`src/rtl/bcd_display_scan.sv`:
```
// Scans a double-buffered 16-bit packed BCD value plus sign onto a 4-digit
// multiplexed 7-segment display. Define LZ_BLANK_EN for leading-zero blanking.
module bcd_display_scan #(
  parameter int unsigned REFRESH_DIV = 50000
) (
  input  logic        clk,
  input  logic        reset,
  input  logic        load,
  input  logic [15:0] bcd,
  input  logic        neg,
  output logic        pending,
  output logic [3:0]  an,
  output logic [6:0]  seg,
  output logic        dp
);

  localparam int unsigned CW = (REFRESH_DIV > 1) ? $clog2(REFRESH_DIV) : 1;
  localparam logic [CW-1:0] SLOT_LAST = CW'(REFRESH_DIV - 1);

  logic [CW-1:0] slot_q, slot_d;
  logic [1:0]    idx_q, idx_d;
  logic [15:0]   shadow_bcd_q, shadow_bcd_d;
  logic          shadow_neg_q, shadow_neg_d;
  logic [15:0]   disp_bcd_q, disp_bcd_d;
  logic          disp_neg_q, disp_neg_d;
  logic          pending_q, pending_d;
  logic [3:0]    an_q, an_d;
  logic [6:0]    seg_q, seg_d;
  logic          dp_q, dp_d;

  logic          tc;
  logic          boundary;
  logic [3:0]    digit;
  logic          show_neg;
`ifdef LZ_BLANK_EN
  logic [1:0]    msd;
`endif

  function automatic logic [6:0] seg_code(input logic [3:0] n);
    case (n)
      4'd0:    seg_code = 7'h7E;
      4'd1:    seg_code = 7'h30;
      4'd2:    seg_code = 7'h6D;
      4'd3:    seg_code = 7'h79;
      4'd4:    seg_code = 7'h33;
      4'd5:    seg_code = 7'h5B;
      4'd6:    seg_code = 7'h5F;
      4'd7:    seg_code = 7'h70;
      4'd8:    seg_code = 7'h7F;
      4'd9:    seg_code = 7'h7B;
      default: seg_code = 7'h4F;
    endcase
  endfunction

  always_comb begin
    tc       = (slot_q == SLOT_LAST);
    boundary = tc && (idx_q == 2'd3);

    slot_d = tc ? '0 : slot_q + CW'(1);
    idx_d  = tc ? idx_q + 2'd1 : idx_q;

    // The display copies the shadow as it stood before any same-cycle load,
    // so a load on the boundary is deferred by one whole frame.
    shadow_bcd_d = shadow_bcd_q;
    shadow_neg_d = shadow_neg_q;
    disp_bcd_d   = disp_bcd_q;
    disp_neg_d   = disp_neg_q;
    pending_d    = pending_q;
    if (boundary && pending_q) begin
      disp_bcd_d = shadow_bcd_q;
      disp_neg_d = shadow_neg_q;
      pending_d  = 1'b0;
    end
    if (load) begin
      shadow_bcd_d = bcd;
      shadow_neg_d = neg;
      pending_d    = 1'b1;
    end

    digit    = disp_bcd_q[{idx_q, 2'b00} +: 4];
    show_neg = disp_neg_q && (disp_bcd_q != 16'h0000);
    an_d     = ~(4'b0001 << idx_q);

`ifdef LZ_BLANK_EN
    msd = 2'd0;
    for (int unsigned i = 1; i < 4; i++) begin
      if (disp_bcd_q[4*i +: 4] != 4'h0) msd = 2'(i);
    end
    if (idx_q > msd) begin
      seg_d = (show_neg && (idx_q == msd + 2'd1)) ? 7'h01 : 7'h00;
    end else begin
      seg_d = seg_code(digit);
    end
    dp_d = show_neg && (msd == 2'd3) && (idx_q == 2'd3);
`else
    seg_d = seg_code(digit);
    dp_d  = show_neg && (idx_q == 2'd3);
`endif
  end

  always_ff @(posedge clk or posedge reset) begin
    if (reset) begin
      slot_q       <= '0;
      idx_q        <= '0;
      shadow_bcd_q <= '0;
      shadow_neg_q <= 1'b0;
      disp_bcd_q   <= '0;
      disp_neg_q   <= 1'b0;
      pending_q    <= 1'b0;
      an_q         <= '1;
      seg_q        <= '0;
      dp_q         <= 1'b0;
    end else begin
      slot_q       <= slot_d;
      idx_q        <= idx_d;
      shadow_bcd_q <= shadow_bcd_d;
      shadow_neg_q <= shadow_neg_d;
      disp_bcd_q   <= disp_bcd_d;
      disp_neg_q   <= disp_neg_d;
      pending_q    <= pending_d;
      an_q         <= an_d;
      seg_q        <= seg_d;
      dp_q         <= dp_d;
    end
  end

  assign pending = pending_q;
  assign an      = an_q;
  assign seg     = seg_q;
  assign dp      = dp_q;

endmodule

```
`config.mk`:
```
export PLATFORM = sky130hd
export DESIGN_NAME = bcd_display_scan
export DESIGN_NICKNAME = d
export VERILOG_FILES = /design/src/rtl/bcd_display_scan.sv
export SDC_FILE = /design/constraint.sdc
export NUM_CORES = 1
export LEC_CHECK = 0
export ABC_CLOCK_PERIOD_IN_PS = 3800
export CAP_MARGIN = 10
export CORE_UTILIZATION = 59
export DETAILED_ROUTE_END_ITERATION = 16
export PLACE_DENSITY = 0.92
export SETUP_SLACK_MARGIN = 0.5
export SLEW_MARGIN = 5
export SYNTH_ARGS = -nofsm -noshare
export SYNTH_HDL_FRONTEND = slang
export SYNTH_SLANG_ARGS = --single-unit
export TNS_END_PERCENT = 5
```
`constraint.sdc`:
```
create_clock -name clk -period 3.8 [get_ports clk]
set_input_delay 0.76 -clock clk [delete_from_list [all_inputs] [get_ports clk]]
set_output_delay 0.76 -clock clk [all_outputs]
set_load 0.005 [all_outputs]
```
==> results of run 1 <==
==> registers in the layout, summed over array words and instances (netlist names) <==
| register | cells |
|---|---|
| seg | 7 |
| dp | 1 |
| disp_bcd_q | 16 |
| shadow_neg_q | 1 |
| an | 4 |
| pending | 1 |
| idx_q | 2 |
| shadow_bcd_q | 16 |
| slot_q | 16 |
| disp_neg_q | 1 |
==> metal layers <==
| metal | share of wire [%] | up-vias |
|---|---|---|
| met3 | 4.1 | 14 |
| met5 | 0 | - |
| met1 | 44 | 851 |
| met4 | 2.0 | 0 |
| li1 | - | 807 |
| met2 | 50 | 54 |
==> final cells by class <==
class	count	area [sq um]	area share, %
clock buffer	12	155	4.53
clock inverter	4	75.1	2.19
inverter	14	52.6	1.54
multi-input combinational	126	1100	32.2
sequential	65	1630	47.7
tap	52	65.1	1.90
timing repair buffer	35	343	10.0
==> Yosys cell counts, drive strengths merged <==
library cell	instances	area, sq um
nor4	6	52.6
nor2	11	41.3
o21ai	4	20.0
and4	1	8.76
mux2	34	383
dfstp	4	105
a21oi	2	10.0
mux2i	1	10.0
buf	2	22.5
or4b	2	20.0
or3	1	6.26
nor3	3	15.0
o22ai	1	6.26
nand3	4	20.0
a21o	4	30.0
clkbuf	3	11.3
a2bb2oi	1	8.76
nand4	5	31.3
mux4	4	90.1
and3	1	6.26
inv	14	52.6
a41oi	1	8.76
nor2b	2	12.5
nand2b	5	31.3
nand2	8	30.0
xnor2	9	78.8
nand3b	1	7.51
dfrtp	61	1530
ha	11	138
xor2	4	35.0
==> worst max-delay path: cells and delay by family (launching register included) <==
kind,cells,cell delay (ns)
flip-flops,1,0.41
buffers and inverters,1,0.23
multiplexers,1,0.41
AND/OR/NAND/NOR,3,1.52
==> final timing paths <==
path                                 start              to  slack [ns]  depth (start not counted)
hold / removal             shadow_bcd_q[8]   disp_bcd_q[8]        0.50                          1
min in group asynchronous            reset          seg[1]        0.97                          2
hold reg to reg            shadow_bcd_q[8]   disp_bcd_q[8]        0.50                          1
max in group asynchronous            reset           an[0]        2.05                          3
setup reg to reg                 slot_q[4]  disp_bcd_q[15]        1.11                          5
setup / recovery                 slot_q[4]  disp_bcd_q[15]        1.11                          5
==> cells by family (layout without fill, tap and decap cells) <==
logic type | after synthesis | after routing | synth area share, %
muxes | 39 | 39 | 17.1
buffers and inverters | 19 | 65 | 3.06
AOI/OAI and AO/OA | 13 | 13 | 2.97
and+or+nand+nor | 50 | 50 | 10.0
xor gates and xnor gates | 13 | 13 | 4.04
adders and majority gates | 11 | 11 | 4.88
DFF | 65 | 65 | 57.9
==> cell usage in the layout (no fill, tap or decap), drive strengths merged <==
cell,netlist,routed
dfrtp,61,61
and3,1,1
mux2,34,34
bufinv,0,2
a41oi,1,1
xnor2,9,9
nor3,3,3
o22ai,1,1
nor2,11,11
nand4,5,5
ha,11,11
o21ai,4,4
a21oi,2,2
a21o,4,4
inv,14,14
a2bb2oi,1,1
xor2,4,4
clkdlybuf4s50,0,32
buf,2,3
nand2,8,8
nor4,6,6
dfstp,4,4
nand2b,5,5
clkbuf,3,12
clkinvlp,0,2
mux4,4,4
or3,1,1
and4,1,1
mux2i,1,1
nor2b,2,2
nand3,4,4
or4b,2,2
nand3b,1,1
==> power groups by stage <==
stage	Sequential [W]	Clock (W)	Combinational, W
after floorplan	0.000728	0	0.0000320
after global placement	0.000732	0	0.0000565
after detailed placement	0.000733	0	0.0000592
after CTS	0.000721	0.000669	0.0000598
after global routing	0.000722	0.000706	0.0000646
final	0.000721	0.000658	0.0000579
==> stage by stage <==
stage / setup WS (ns) / cells / total power (W)
after floorplan: 1.42 / 210 / 0.000761
after global placement: 1.17 / 292 / 0.000788
after detailed placement: 1.11 / 292 / 0.000792
after CTS: 1.11 / 308 / 0.00145
after global routing: 0.964 / 308 / 0.00149
final: 1.11 / 308 / 0.00144
==> reports/qor.csv, run 1 <==
metric;value;unit
fp.dieW;71.1;um
tns;0;ns
met3_usage;5.98;%
slew_viol_final;0;
cp_slowest_stage_delay;0.66;ns
syn-instance-count;210;
num-nets-final;282;
postCtsSetupBuffers;0;
cts.path.max_buffers;2;
final_cell_area;3420;sq um
drt_iter0_drc;134;
p_sw_share;19.9;%
drt-pass1-iter-count;10;
rsz0062_at_grt;no;
gp_congestion;0.820;
status;finished, violations left;
power.density;420;nW/um^2
antenna_found_initial;0;
syn_avg_cell_area;13.4;sq um
wl_per_cell;15.8;um
dieArea;5060;sq um
critPathKind;flop to flop;
grt_pass1_vias;1796;
post-dp-hpwl;3310;um
power.clock.fraction;45.8;%
vdd_drop_max;0.000315;V
cts_tree;yes;
max_cap_violations;0;
power_leakage;1.53;nW
synth-seq-cells;65;
crit_required;4.03;ns
cts-root-buf;clkbuf_8;
violations;design-rule violations;
crit_fanout;17;
fin_crit;2.69;ns
hold_violations;0;
diodes;0;
drc;4;
cts-resized-gates;0;
grtUsageMet2;36.5;%
cp_cell_sequence;or4b_1 > nor4_4 > buf_4 > and3_1 > mux2_2;
drive_gt1_share;20.3;%
yosys_warnings;0;
ant_nets;0;
drt-vias-per-instance;5.60;
endpoint_kind;flop;
coreArea;4470;sq um
switchingPower;0.000286;W
hold_slack;0.495;ns
grt_pass1_wl;8560;um
skew;0.00739;ns
grt_max_degree;51;
grt_overflow;0;
gr-usage-all-layers;23.0;%
seq_area_frac_synth;57.9;%
min_path_type;flop to flop;
p_comb_share;4.0;%
startpoint_type;flop;
die_height;71.1;um
p_seq_share;50.2;%
insertion_delay;0.34;ns
synth_area;2820;sq um
synthDistinctLibCells;33;
utilization;76.5;%
placed_area;3190;sq um
critPathSlowestCell;and3_1;
grt.busiest_layer;met2;
worst_slew_pin_slew;0.973;ns
p_int;0.00115;W
slew_headroom;35.0;%
fillers;256;
clk_pin_slew_worst_paths;0.07;ns
syn_nets;241;
max_freq;372;MHz
use_met1;29.7;%
io_pins;33;
h-tree-depth;3;
crit_arrival;2.91;ns
numClockSinks;65;
via_count;1726;
routed_wl;4870;um
std_cell_rows;24;
start_util;63.0;%
finalSetupViolations;0;
io_buffers;32;
fin_crit_sh;70.7;%
cts_buffers;9;
syn_to_final_growth;21.4;%
hold_buffers;0;
(Power assumes the default switching activity.)
==> run 2: changes to the inputs <==
--- a/config.mk
+++ b/config.mk
@@ -5,11 +5,11 @@
 export SDC_FILE = /design/constraint.sdc
 export NUM_CORES = 1
 export LEC_CHECK = 0
-export ABC_CLOCK_PERIOD_IN_PS = 3800
+export ABC_CLOCK_PERIOD_IN_PS = 2200
 export CAP_MARGIN = 10
-export CORE_UTILIZATION = 59
+export CORE_UTILIZATION = 50
 export DETAILED_ROUTE_END_ITERATION = 16
-export PLACE_DENSITY = 0.92
+export PLACE_DENSITY = 0.84
 export SETUP_SLACK_MARGIN = 0.5
 export SLEW_MARGIN = 5
 export SYNTH_ARGS = -nofsm -noshare
==> constraint.sdc (replaced) <==
create_clock -name clk -period 2.2 [get_ports clk]
set_input_delay 0.44 -clock clk [delete_from_list [all_inputs] [get_ports clk]]
set_output_delay 0.44 -clock clk [all_outputs]
set_load 0.005 [all_outputs]
==> run 2 against run 1 <==
The run now ends clean. Sequential share of layout area is 0.72 points lower. Flip-flop and latch count stayed put. Cell area is 1.5% higher. Highest routed layer unchanged.
==> reports/qor.csv, run 2 (same netlist as run 1, synthesis figures left out) <==
metric;value;unit;change
startpoint_type;flop;;
fin_crit;2.04;ns;-0.645 ns
power.density;645;nW/um^2;+54%
status;complete, no violations;;
biggestRegsByFlops;disp_bcd_q (16), shadow_bcd_q (16), slot_q (16);;
syn_to_final_growth;23.3;%;
fin_crit_sh;92.8;%;+22 points
drt-vias-per-instance;5.22;;-6.9%
crit_arrival;2.27;ns;-0.64 ns
io_buffers;32;;unchanged
gp_congestion;0.805;;-1.8%
worst_slew_pin_slew;0.439;ns;-0.534 ns
power_leakage;1.56;nW;+1.8%
vdd_drop_max;0.000353;V;+12%
via_count;1737;;+0.64%
die_height;77.1;um;+8.4%
std_cell_rows;26;;+8.3%
drt-pass1-iter-count;4;;-6
tns;0;ns;unchanged
gr-usage-all-layers;19.9;%;-3.1 points
skew;0.00791;ns;+0.000526 ns
hold_buffers;0;;unchanged
grt_max_degree;30;;-41%
slew_headroom;70.7;%;+36 points
max_cap_violations;0;;unchanged
grt_overflow;0;;unchanged
start_util;53.5;%;-9.5 points
clk_pin_slew_worst_paths;0.07;ns;about the same
slew_viol_final;0;;unchanged
grt_pass1_wl;8730;um;+2.0%
numClockSinks;65;;unchanged
drive_gt1_share;22.8;%;+2.5 points
dp_slack;0.117;ns;-0.995 ns
num-nets-final;289;;+2.5%
fp.dieW;77.1;um;+8.4%
endpoint_kind;flop;;
crit_fanout;17;;unchanged
cts_tree;yes;;
insertion_delay;0.35;ns;about the same
post-dp-hpwl;3390;um;+2.4%
wl_per_cell;14.9;um;-5.6%
max_freq;490;MHz;+32%
final_common_cell;dfrtp_1;;
ant_nets;0;;unchanged
cts_buffers;9;;unchanged
final_cell_mix;dfrtp_1, clkdlybuf4s50_1, mux2_2, inv_1;;
rsz0062_at_grt;yes;;
cts.path.max_buffers;2;;unchanged
io_pins;33;;unchanged
diodes;0;;unchanged
finalSetupViolations;0;;unchanged
critPathKind;flop to flop;;
routed_wl;4970;um;+2.1%
drt_iter0_drc;80;;-40%
cts-root-buf;clkbuf_8;;
h-tree-depth;3;;unchanged
drc;0;;-4
min_path_type;input pin to asynchronous set/reset pin;;
power;0.00224;W;+56%
grt_pass1_vias;1795;;-0.056%
crit_required;2.43;ns;-1.60 ns
antenna_found_initial;0;;unchanged
hold_violations;0;;unchanged
coreArea;5270;sq um;+18%
setup_ws;0.159;ns;-0.955 ns
dieArea;5940;sq um;+17%
-- run 2: cell count changes in the layout (fill, tap and decap cells not counted), sizes merged --
cell	delta
bufinv	-2
buf	+7
clkinv	+3
clkinvlp	-2
clkbuf	+1
-- run 2: worst paths after layout --
path | start | to | slack (ns) | cells after the start
min | reset | slot_q[12] | 0.42 | 2
min in group clk | shadow_bcd_q[10] | disp_bcd_q[10] | 0.50 | 1
max reg2reg | slot_q[10] | disp_bcd_q[11] | 0.16 | 5
max in group asynchronous | reset | shadow_bcd_q[10] | 1.18 | 3
max | slot_q[10] | disp_bcd_q[11] | 0.16 | 5
min reg2reg | shadow_bcd_q[10] | disp_bcd_q[10] | 0.50 | 1
-- run 2: area by class of cell --
type | instances | area, sq um
Multi-Input combinational cell | 126 | 1110
Clock buffer | 13 | 159
Tap cell | 70 | 87.6
Clock inverter | 3 | 15.0
Fill cell | 409 | 1790
Timing Repair Buffer | 42 | 420
Inverter | 14 | 52.6
Sequential cell | 65 | 1630
-- run 2: what timing repair did --
| action | in CTS | in global routing |
|---|---|---|
| gates resized for setup | 1 | 0 |
| cloned | 0 | 0 |
| hold endpoints to repair | 0 | 0 |
| pin swaps | 1 | 0 |
| setup endpoints to repair | 25 | 39 |
| setup buffers | 2 | 0 |
-- run 2: stage by stage --
stage                     hold slack [ns]  utilization (%)  instance area, sq um  instances
final                               0.417             66.0                  3480        333
after global routing                0.455             66.0                  3480        333
after CTS                           0.423             66.0                  3480        333
after detailed placement            0.483             62.3                  3280        315
after global placement              0.479             62.3                  3280        315
after floorplan                     0.455                -                  2830        210
-- run 2: where the power goes --
part / internal [W] / switching [W] / total, W
registers: 0.00123 / 0.0000194 / 0.00125
logic: 0.0000629 / 0.0000421 / 0.000105
clock network: 0.000465 / 0.000425 / 0.000890
total: 0.00176 / 0.000487 / 0.00224
-- run 2: per-layer routing --
metal  share of wire [%]  wire length (um)  GRT usage (%)
met1                  47              2340           26.0
met2                  45              2260           29.2
met3                 4.6               227           6.79
met4                 2.9               144           10.6
met5                   0                 0              0
-- run 2: critical path, cell delays in order (launching register included) --
cell and delay [ns]:
dfrtp_1 0.38, or4b_4 0.54, nor4_4 0.28, and3_4 0.23, buf_12 0.15, mux2_2 0.34
